<file path="src/rtl/uart_pkg.sv">
// uart_pkg: definitions shared by the UART transmit and receive controllers.
//   tx_state_t  - transmitter FSM states
//   START_BIT / STOP_BIT / IDLE_LEVEL - 8N1 line levels
package uart_pkg;

  typedef enum logic [1:0] {
    IDLE  = 2'd0,
    START = 2'd1,
    DATA  = 2'd2,
    STOP  = 2'd3
  } tx_state_t;

  localparam logic START_BIT  = 1'b0;
  localparam logic STOP_BIT   = 1'b1;
  localparam logic IDLE_LEVEL = 1'b1;

endpackage

</file>
<file path="src/rtl/tx_bit_timer.sv">
// tx_bit_timer: wrap-around counter 0..TERMINAL with enable and synchronous
// clear. Used both as the bit-period timer and as the data-bit index.
//   clk, rst : clock, async active-high reset (count clears to 0)
//   en       : advance the count this cycle
//   clr      : synchronous clear, wins over en
//   tc       : one-cycle strobe while enabled at the terminal count
module tx_bit_timer #(
  parameter int TERMINAL = 9,
  parameter int WIDTH    = $clog2(TERMINAL + 1)
) (
  input  logic clk,
  input  logic rst,
  input  logic en,
  input  logic clr,
  output logic tc
);

  localparam logic [WIDTH-1:0] TC_VAL = WIDTH'(TERMINAL);

  logic [WIDTH-1:0] cnt;

  assign tc = en && (cnt == TC_VAL);

  always_ff @(posedge clk or posedge rst) begin
    if (rst)      cnt <= '0;
    else if (clr) cnt <= '0;
    else if (en)  cnt <= tc ? '0 : cnt + WIDTH'(1);
  end

endmodule

</file>
<file path="src/rtl/uart_tx_ctrl.sv">
// uart_tx_ctrl: 8N1 serial transmitter. Accepts one DATA_BITS-wide word per
// tx_start/tx_ready handshake and shifts it out LSB first, framed by a start
// bit and a stop bit, each bit lasting CLKS_PER_BIT clock cycles.
//   clk, rst   : clock, async active-high reset
//   tx_start   : send request, only looked at while tx_ready=1
//   tx_data    : payload, captured on the accepting edge
//   tx_ready   : high only in IDLE
//   tx_done    : one-cycle pulse in the first IDLE cycle after a stop bit
//   serial_out : registered line output, idles high
module uart_tx_ctrl
  import uart_pkg::*;
#(
  parameter int CLKS_PER_BIT = 10,  // 2..1023
  parameter int DATA_BITS    = 8    // 5..8
) (
  input  logic                 clk,
  input  logic                 rst,
  input  logic                 tx_start,
  input  logic [DATA_BITS-1:0] tx_data,
  output logic                 tx_ready,
  output logic                 tx_done,
  output logic                 serial_out
);

  localparam int CNT_W = $clog2(CLKS_PER_BIT);
  localparam int IDX_W = $clog2(DATA_BITS + 1);

  tx_state_t            state, state_nxt;
  logic [DATA_BITS-1:0] shift_q, shift_nxt;
  logic                 serial_q, serial_nxt;
  logic                 done_q, done_nxt;
  logic                 accept;
  logic                 bit_tc, idx_tc;

  assign accept = (state == IDLE) && tx_start;

  // Bit-period timer: cleared on acceptance so the start bit gets a full
  // period, then free-runs through START/DATA/STOP wrapping every period.
  tx_bit_timer #(
    .TERMINAL (CLKS_PER_BIT - 1),
    .WIDTH    (CNT_W)
  ) u_bit_timer (
    .clk (clk),
    .rst (rst),
    .en  (state != IDLE),
    .clr (accept),
    .tc  (bit_tc)
  );

  // Data-bit index: held at 0 through START so it is 0 on entry to DATA,
  // advanced once per bit period while in DATA.
  tx_bit_timer #(
    .TERMINAL (DATA_BITS - 1),
    .WIDTH    (IDX_W)
  ) u_bit_index (
    .clk (clk),
    .rst (rst),
    .en  ((state == DATA) && bit_tc),
    .clr (state == START),
    .tc  (idx_tc)
  );

  // serial_nxt is the line level for the cycle after this edge, derived from
  // the state being entered, so the output register adds no extra latency.
  always_comb begin
    state_nxt  = state;
    shift_nxt  = shift_q;
    serial_nxt = serial_q;
    done_nxt   = 1'b0;
    unique case (state)
      IDLE: begin
        serial_nxt = IDLE_LEVEL;
        if (tx_start) begin
          state_nxt  = START;
          shift_nxt  = tx_data;
          serial_nxt = START_BIT;
        end
      end
      START: begin
        serial_nxt = START_BIT;
        if (bit_tc) begin
          state_nxt  = DATA;
          serial_nxt = shift_q[0];
        end
      end
      DATA: begin
        serial_nxt = shift_q[0];
        if (bit_tc) begin
          shift_nxt = shift_q >> 1;
          if (idx_tc) begin
            state_nxt  = STOP;
            serial_nxt = STOP_BIT;
          end else begin
            serial_nxt = shift_q[1];
          end
        end
      end
      STOP: begin
        serial_nxt = STOP_BIT;
        if (bit_tc) begin
          state_nxt  = IDLE;
          serial_nxt = IDLE_LEVEL;
          done_nxt   = 1'b1;
        end
      end
      default: begin
        state_nxt  = IDLE;
        serial_nxt = IDLE_LEVEL;
      end
    endcase
  end

  always_ff @(posedge clk or posedge rst) begin
    if (rst) begin
      state    <= IDLE;
      shift_q  <= '0;
      serial_q <= IDLE_LEVEL;
      done_q   <= 1'b0;
    end else begin
      state    <= state_nxt;
      shift_q  <= shift_nxt;
      serial_q <= serial_nxt;
      done_q   <= done_nxt;
    end
  end

  assign tx_ready   = (state == IDLE);
  assign tx_done    = done_q;
  assign serial_out = serial_q;

endmodule
</file>
<file path="config.mk">
export PLATFORM = sky130hd
export DESIGN_NAME = uart_tx_ctrl
export DESIGN_NICKNAME = d
export VERILOG_FILES = /design/src/rtl/uart_pkg.sv /design/src/rtl/tx_bit_timer.sv /design/src/rtl/uart_tx_ctrl.sv
export SDC_FILE = /design/constraint.sdc
export NUM_CORES = 1
export LEC_CHECK = 0
export CORE_MARGIN = 10
export CORE_UTILIZATION = 49
export DETAILED_ROUTE_END_ITERATION = 10
export PLACE_DENSITY = 0.84
export SLEW_MARGIN = 20
export SYNTH_ARGS = -nofsm -noshare
export SYNTH_HDL_FRONTEND = slang
export SYNTH_HIERARCHICAL = 1
export SYNTH_SLANG_ARGS = --single-unit
</file>
<file path="constraint.sdc">
create_clock -name clk -period 2.1 [get_ports clk]
set_input_delay 0.42 -clock clk [delete_from_list [all_inputs] [get_ports clk]]
set_output_delay 0.42 -clock clk [all_outputs]
set_load 0.02 [all_outputs]
</file>
# == Word level (Yosys, flattened, before mapping) ==
# Index checks and enable logic that the tools add are counted.
# classes
addsub,2
mul,0
n_div,0
order_cmp,0
n_eq_ne,10
shift,0
muxes,22
bitwise,0
n_reduce_logical,11
# op_table
cell,n
$mux 4,6
$mux 8,2
$pmux 8 s2,1
$mux 2,5
$add 4x1->4 const B,2
$ne 2x2->1 const B,4
$pmux 2 s4,1
$reduce_bool 2->1,4
$mux 1,6
$reduce_and 5->1,1
$eq 2x2->1 const B,2
$eq 4x3->1 const B,1
$eq 4x4->1 const B,1
$logic_and 1x1->1,4
$pmux 1 s4,1
$reduce_and 3->1,1
$eq 2x1->1 const B,1
$logic_not 2->1,1
$ne 2x1->1 const B,1
# word_totals
regBits,20
latch_bits,0
ramBits,0
romBits,0
inputBits,11
elab_cells,51
n_memories,0

# == Longest topological paths before layout ==
# Gate-level depths: netlist of the first run.
# depth
depth_word,7
ltp_mapped,10

# == Cells and area by module ==
# Netlist of the first run, hierarchy kept.
# modules_own_cells
module,instances,cells_each,area_per_inst_um2
uart_tx_ctrl,1,59,705.7
tx_bit_timer (u_bit_timer),1,27,245.2
tx_bit_timer (u_bit_index),1,19,240.2

# == Least setup slack after synthesis of the first run ==
# Ideal clock, no wire load.
# synth_path
path_type,register to register
startpoint,reg state[0]
endpoint,reg state[1]
setup_ps,125
arrival_time_ps,2238
t_required_ps,1975
path_slack_ps,-262
stages_incl_launch_ff,11
n_path_buf,1
period_less_slack_ps,2362
cell_sequence,dfrtp_1 > inv_1 > ha_1 > inv_1 > inv_1 > nor2_1 > and2_1 > buf_6 > and4b_1 > o221ai_1 > mux2_2
# synth_via
elab_cells_between_ends,15
# synth_rtl
item,line,rtl
start: declaration,uart_tx_ctrl.sv:28,"tx_state_t state, state_nxt;"
start signal: assignment,uart_tx_ctrl.sv:120,state <= state_nxt;
$logic_not 2->1 (*),-,
net tx_ready,uart_tx_ctrl.sv:20,"output logic tx_ready,"
$ne 2x2->1 (no line),-,
$reduce_and 5->1 (no line),-,
# The timed path passes the listed nets; every way through them passes the cells marked *.
# A chain may end at the register's enable or synchronous reset.

# == Final worst setup path of the first run ==
# layout_path
startpoint,reg state[0]
endpoint,reg state[1]
# layout_via
elab_chain_cells,6
elab_cells_between_ends,15
# layout_lines
item,line,rtl
$reduce_bool 2->1,uart_tx_ctrl.sv:45,".en (state != IDLE),"
$logic_and 1x1->1,tx_bit_timer.sv:22,assign tc = en && (cnt == TC_VAL);
net bit_tc,uart_tx_ctrl.sv:33,"logic bit_tc, idx_tc;"
$logic_and 1x1->1,uart_tx_ctrl.sv:58,".en ((state == DATA) && bit_tc),"
$logic_and 1x1->1,tx_bit_timer.sv:22,
net idx_tc,uart_tx_ctrl.sv:33,
$ne 2x1->1 (no line),-,
$reduce_and 5->1 (no line),-,
# The timed path passes the listed nets, and every way through them passes these cells.

==> results of run 1 <==
## cells in the mapped netlist
library cell / count
nand2_1: 5
xnor2_1: 1
nor3_1: 3
nor2b_2: 1
a21oi_1: 4
buf_2: 1
nand3b_1: 3
mux2i_1: 1
a211oi_4: 1
o21ba_2: 1
nand4_1: 1
nand3b_2: 1
and2_1: 3
a21bo_1: 1
and4b_1: 2
o221ai_1: 1
mux2_4: 1
nor2b_1: 2
nand4_4: 1
dfrtp_1: 19
dfstp_2: 1
a21boi_0: 1
mux2_2: 15
buf_6: 1
or3b_1: 1
a21oi_2: 1
or2b_1: 1
nor3_2: 1
ha_1: 8
and2_2: 1
o41ai_1: 1
nor2_1: 3
o21ai_0: 6
inv_1: 10
a32oi_1: 1
## metrics by stage
stage                     instances  setup slack [ps]  hold WS, ps
after detailed placement        149              95.8          495
after CTS                       153              9.89          334
after global placement          149               177          484
after global routing            153              9.67          350
final                           153               119          347
after floorplan                 105              19.4          186
## worst paths after layout
kind	start	endpoint	slack [ps]	depth (start not counted)
hold reg to reg	shift_q[2]$_DFFE_PP0P_	shift_q[2]$_DFFE_PP0P_	520	1
hold / removal	rst	u_bit_timer/cnt[1]$_DFFE_PP0P_	350	2
setup / recovery	state[0]$_DFFE_PP0P_	state[1]$_DFFE_PP0P_	120	9
min in group clk	shift_q[2]$_DFFE_PP0P_	shift_q[2]$_DFFE_PP0P_	520	1
max in group asynchronous	rst	serial_out$_DFF_PP1_	1300	2
setup reg to reg	state[0]$_DFFE_PP0P_	state[1]$_DFFE_PP0P_	120	9
## kinds of logic after synthesis
logic type	Yosys count	synth area share, %
AND/OR/NAND/NOR	29	16.8
flip-flops	20	42.1
buffers and inverters	12	4.52
multiplexers	17	16.3
adder cells (fa/ha/maj)	8	8.40
AO/OA/AOI/OAI	18	11.1
XOR/XNOR	1	0.735
## final cells by class
cell class                 count  area, µm²  area share [%]
multi-input combinational     73        657            45.2
sequential                    20        502            34.5
timing repair buffer          18        170            11.7
inverter                      10       37.5            2.58
tap                           28       35.0            2.41
clock inverter                 1       30.0            2.07
clock buffer                   3       22.5            1.55
## cells in the final DEF, fill, tap and decap left out, types with 2 or more instances in the layout
master,n
a21oi_1,4
and2_1,3
and4b_1,2
buf_4,5
clkbuf_4,3
clkdlybuf4s50_1,12
dfrtp_1,19
ha_1,7
inv_1,7
inv_2,3
mux2_2,15
nand2_1,5
nand3b_1,3
nor2_1,2
nor2b_1,2
nor3_1,3
o21ai_0,6
## routing by layer
metal,vias up,global-route usage (%),share of wire (%)
met2,20,18.1,52
met1,418,11.8,41
met3,5,3.99,5.1
met4,0,2.88,1.5
li1,408,-,-
met5,-,0,0
## sequential cells by signal, indices dropped and copies added, names as in the netlist
name,cells
u_bit_timer/cnt,4
state,2
tx_done,1
serial_out,1
shift_q,8
u_bit_index/cnt,4
## report_power, final
group          total (mW)  switching, mW  internal, mW
clock network       0.315          0.122         0.193
logic                1.05          0.488         0.557
registers           0.661          0.114         0.546
==> results by group, run 1 <==
STA
  – Setup TNS: 0 ps
  – Relative slew slack: 70.0%
  – Endpoints failing setup: 0
  – Worst slew pin tran: roughly 450 ps
  – Fin. max-slew vios: 0
  – Post-Route Skew: 7.99 ps
  – Max Clk Rate: 0.505 GHz
  – Period utilisation layout: 94.3%
  – Crit path time final: 1980 ps
  – Fin. Hold Viols: 0
  – Unrepaired setup endpoints after global routing: false

Clock network
  – Worst-path clk slew: between 100 and 150 ps
  – Clock Path Buffers: 2
  – CTS buffer count: 3
  – Sinks on Clock Net: 20
  – Clk root buf: clkbuf_4
  – Cts hold-fix bufs: 0
  – CTS tree: done
  – Skew-Pair Late Insertion Delay: 310 ps
  – H-Tree Depth: 1
  – CTS resizes: 0
  – Post-CTS setup buffers: 0

Status
  – Status: finished clean

Die
  – IO Count: 14
  – Die width: 69.3 µm
  – Num rows: 17
  – Initial Utilization: roughly 53%
  – Core Region: 2250 µm²
  – Die area: 4800 µm²
  – Die height: ~69 µm

Finish
  – Util after Layout: 64.5%
  – Fillers: 184
  – Layout cell share with drive strength beyond 1: 32.0%
  – Finished Cell Area: roughly 1500 µm²
  – P&R area growth vs syn: 22.1%
  – # diodes: 0
  – # nets final: 145

Routing
  – Total Wirelength: between 2000 and 2500 µm
  – Via density: roughly 5.6
  – Drt first pass iters: 4
  – Vias: 851
  – Initial drt markers: 12
  – Avg WL per Cell: 15.8 µm
  – Routed Antenna Nets: 0
  – Post-route DRC: 0

Synthesis
  – Yosys warns: 6
  – Cell taking the most area after synthesis: dfrtp_1
  – Syn Inst Count: 105
  – Post-synth design cell area: 1190 µm²
  – Seq cells post-synth: 20
  – Sequential area share after synthesis: about 42%
  – Mapped Avg Cell Area: 11.3 µm²
  – Largest cells by area after synthesis: dfrtp_1, mux2_2, ha_1
  – Post-synthesis cell type count: 35
  – Post-Syn Nets: 124
  – Synth top area share: around 40%

Worst setup path
  – CP max FO: 6
  – Type of origin of the critical path: flip-flop
  – CP required: 2310 ps
  – Crit Path Category: flip-flop to flip-flop
  – Buf+Inv Stages, Crit Path: 3
  – Crit-path most repeated cell: inv_2
  – CP Data Arrival Time: 2190 ps
  – CP endpoint kind: flip-flop
  – CP delay by family, top: simple AND/OR/NAND/NOR gates
  – Crit-path slowest cell: dfrtp_1
  – CP cell instances: inv_2, ha_4, inv_2, inv_1, nor2_2, and2_1, and4b_1, o221ai_2, mux2_2
  – Largest stage delay, worst path: 450 ps

GRT
  – First-pass GRT wire length: 4330 µm
  – Largest net degree at the start of global routing: 13
  – Vias in the first global route: about 900
  – Tot GR Track Use: around a tenth
  – Initial antenna violation count: 0
  – Grt ovf: 0

Run
  – Max_cap viols: 0

Pwr
  – Worst vdd ir: 941 µV
  – Leak Pwr: 0.667 nW
  – Pwr Density: 1390 nW/µm²
  – Power Total: 2.02 mW

Min path
  – Worst Hold Class: primary input to async pin

Placement
  – Gpl congestion: 0.854
  – Dpl cell area: 1390 µm²
  – Dpl hpwl: 1930 µm
  – Buffers on Ports: 13
Note: power is estimated with default switching activity, not from simulation.
==> run 2, diff against run 1 <==
--- a/config.mk
+++ b/config.mk
@@ -9,6 +9,7 @@
 export CORE_UTILIZATION = 49
 export DETAILED_ROUTE_END_ITERATION = 10
 export PLACE_DENSITY = 0.84
+export REMOVE_ABC_BUFFERS = 1
 export SLEW_MARGIN = 20
 export SYNTH_ARGS = -nofsm -noshare
 export SYNTH_HDL_FRONTEND = slang
==> results by group, run 2 (synthesis gave the netlist of run 1 again) <==
Worst setup path
  – Crit Path Category: flip-flop to flip-flop
  – Crit-path slowest cell: dfrtp_1
  – CP endpoint kind: flip-flop
  – CP delay by family, top: simple AND/OR/NAND/NOR gates
  – CP Data Arrival Time: 2230 ps
  – Largest stage delay, worst path: 440 ps
  – CP required: roughly 2300 ps
  – Type of origin of the critical path: flip-flop
  – Buf+Inv Stages, Crit Path: 1
  – CP max FO: 6
  – CP cell instances: inv_1, ha_1, nand3b_2, nor2_4, and2_1, and4b_2, o221ai_2, mux2_4

Placement
  – Dpl hpwl: 1970 µm
  – Buffers on Ports: 13
  – Gpl congestion: 0.824
  – Placed cell count: 150

GRT
  – Largest net degree at the start of global routing: 13
  – Vias in the first global route: 899
  – Initial antenna violation count: 0
  – Grt ovf: 0
  – First-pass GRT wire length: 4220 µm
  – Tot GR Track Use: 10.4%

Routing
  – Vias: just under 900
  – Post-route DRC: 0
  – Total Wirelength: approximately 2600 µm
  – Drt first pass iters: 4
  – Routed Antenna Nets: 0
  – Initial drt markers: 31
  – Via density: 5.56
  – Avg WL per Cell: 16.7 µm

Finish
  – # diodes: 0
  – Largest registers: shift_q: 8 flops, u_bit_index/cnt: 4 flops, u_bit_timer/cnt: 4 flops
  – Most common cell after layout, fill and taps aside: dfrtp_1
  – P&R area growth vs syn: 22.9%
  – # nets final: 149
  – Number of flip-flops in the largest register: 8
  – Largest Register: shift_q
  – Commonest cells after routing, fill and taps aside: dfrtp_1, mux2_2, clkdlybuf4s50_1
  – Layout cell share with drive strength beyond 1: 34.9%
  – Fin cells: 157

STA
  – Relative slew slack: 68.2%
  – Fin. Hold Viols: 0
  – Max Clk Rate: 0.495 GHz
  – Endpoints failing setup: 0
  – Post-Route Skew: 8.61 ps
  – Fin. max-slew vios: 0
  – Period utilisation layout: 96.1%
  – Worst slew pin tran: between 400 and 500 ps
  – Crit path time final: 2020 ps

Die
  – Initial Utilization: 52.8%
  – Die width: 69.3 µm
  – Die area: between 4000 and 5000 µm²
  – IO Count: 14
  – Die height: 69.3 µm
  – Core Region: 2250 µm²
  – Num rows: 17

Clock network
  – Clock Path Buffers: 2
  – Cts hold-fix bufs: 0
  – Worst-path clk slew: 120 ps
  – CTS buffer count: 3
  – Clk root buf: clkbuf_4
  – Skew-Pair Late Insertion Delay: 310 ps
  – Sinks on Clock Net: 20
  – H-Tree Depth: 1
  – CTS tree: done

Status
  – Status: finished clean

Pwr
  – Worst vdd ir: 676 µV
  – Power Total: 1.98 mW
  – Leak Pwr: 0.670 nW
  – Pwr Density: 1350 nW/µm²

Min path
  – Worst Hold Class: primary input to async pin

Run
  – Max_cap viols: 0
[run 2: cell count changes in the layout (fill, tap and decap cells not counted), sizes merged]
cell	previous run	this run
buf	5	9
bufinv	1	0
clkbuf	3	4
dlygate4sd2	0	1
dlymetal6s2s	1	0
[run 2: repair_timing]
item,in CTS,in global routing
setup buffers,0,3
endpoints found under the setup margin,9,9
endpoints found under the hold margin,0,0
gates resized for setup,2,8
pin swaps,0,2
gates cloned,0,0
[run 2: final timing paths]
path                                                start                        endpoint  slack [ps]  cells past startpoint
max                        u_bit_timer/cnt[1]$_DFFE_PP0P_            state[1]$_DFFE_PP0P_          80                      8
min                                                   rst  u_bit_index/cnt[1]$_DFFE_PP0P_         340                      2
min in group clk                   shift_q[5]$_DFFE_PP0P_          shift_q[5]$_DFFE_PP0P_         520                      1
max in group asynchronous                             rst            serial_out$_DFF_PP1_        1270                      2
min reg2reg                        shift_q[5]$_DFFE_PP0P_          shift_q[5]$_DFFE_PP0P_         520                      1
max reg2reg                u_bit_timer/cnt[1]$_DFFE_PP0P_            state[1]$_DFFE_PP0P_          80                      8
[run 2: power by group]
part	switching (mW)	internal (mW)
clock network	0.125	0.106
registers	0.111	0.546
logic	0.526	0.566
[run 2: layout make-up]
class,count,area [µm²]
timing repair buffer,22,196
multi-input combinational,73,657
fill,187,791
clock buffer,4,36.3
sequential,20,502
inverter,10,37.5
tap,28,35.0
[run 2: through the flow]
stage	hold slack [ps]	TNS (ps)	util, %	setup WS (ps)	cell area (µm²)
global route	374	-14.0	64.9	-14.0	1460
detailed placement	492	-6.98	61.4	-6.98	1390
CTS	349	0	63.1	24.8	1420
floorplan	186	-895	-	-280	1170
finish	344	0	64.9	81.7	1460
global placement	487	0	61.4	65.9	1390
[run 2: routing by layer]
metal  vias up  global-route usage [%]  routed length (µm)
met4         0                    5.99                  57
met5         -                       0                   0
met2        13                    17.8                1400
li1        413                       -                   -
met1       443                    11.7                1090
met3         4                    1.85                  64
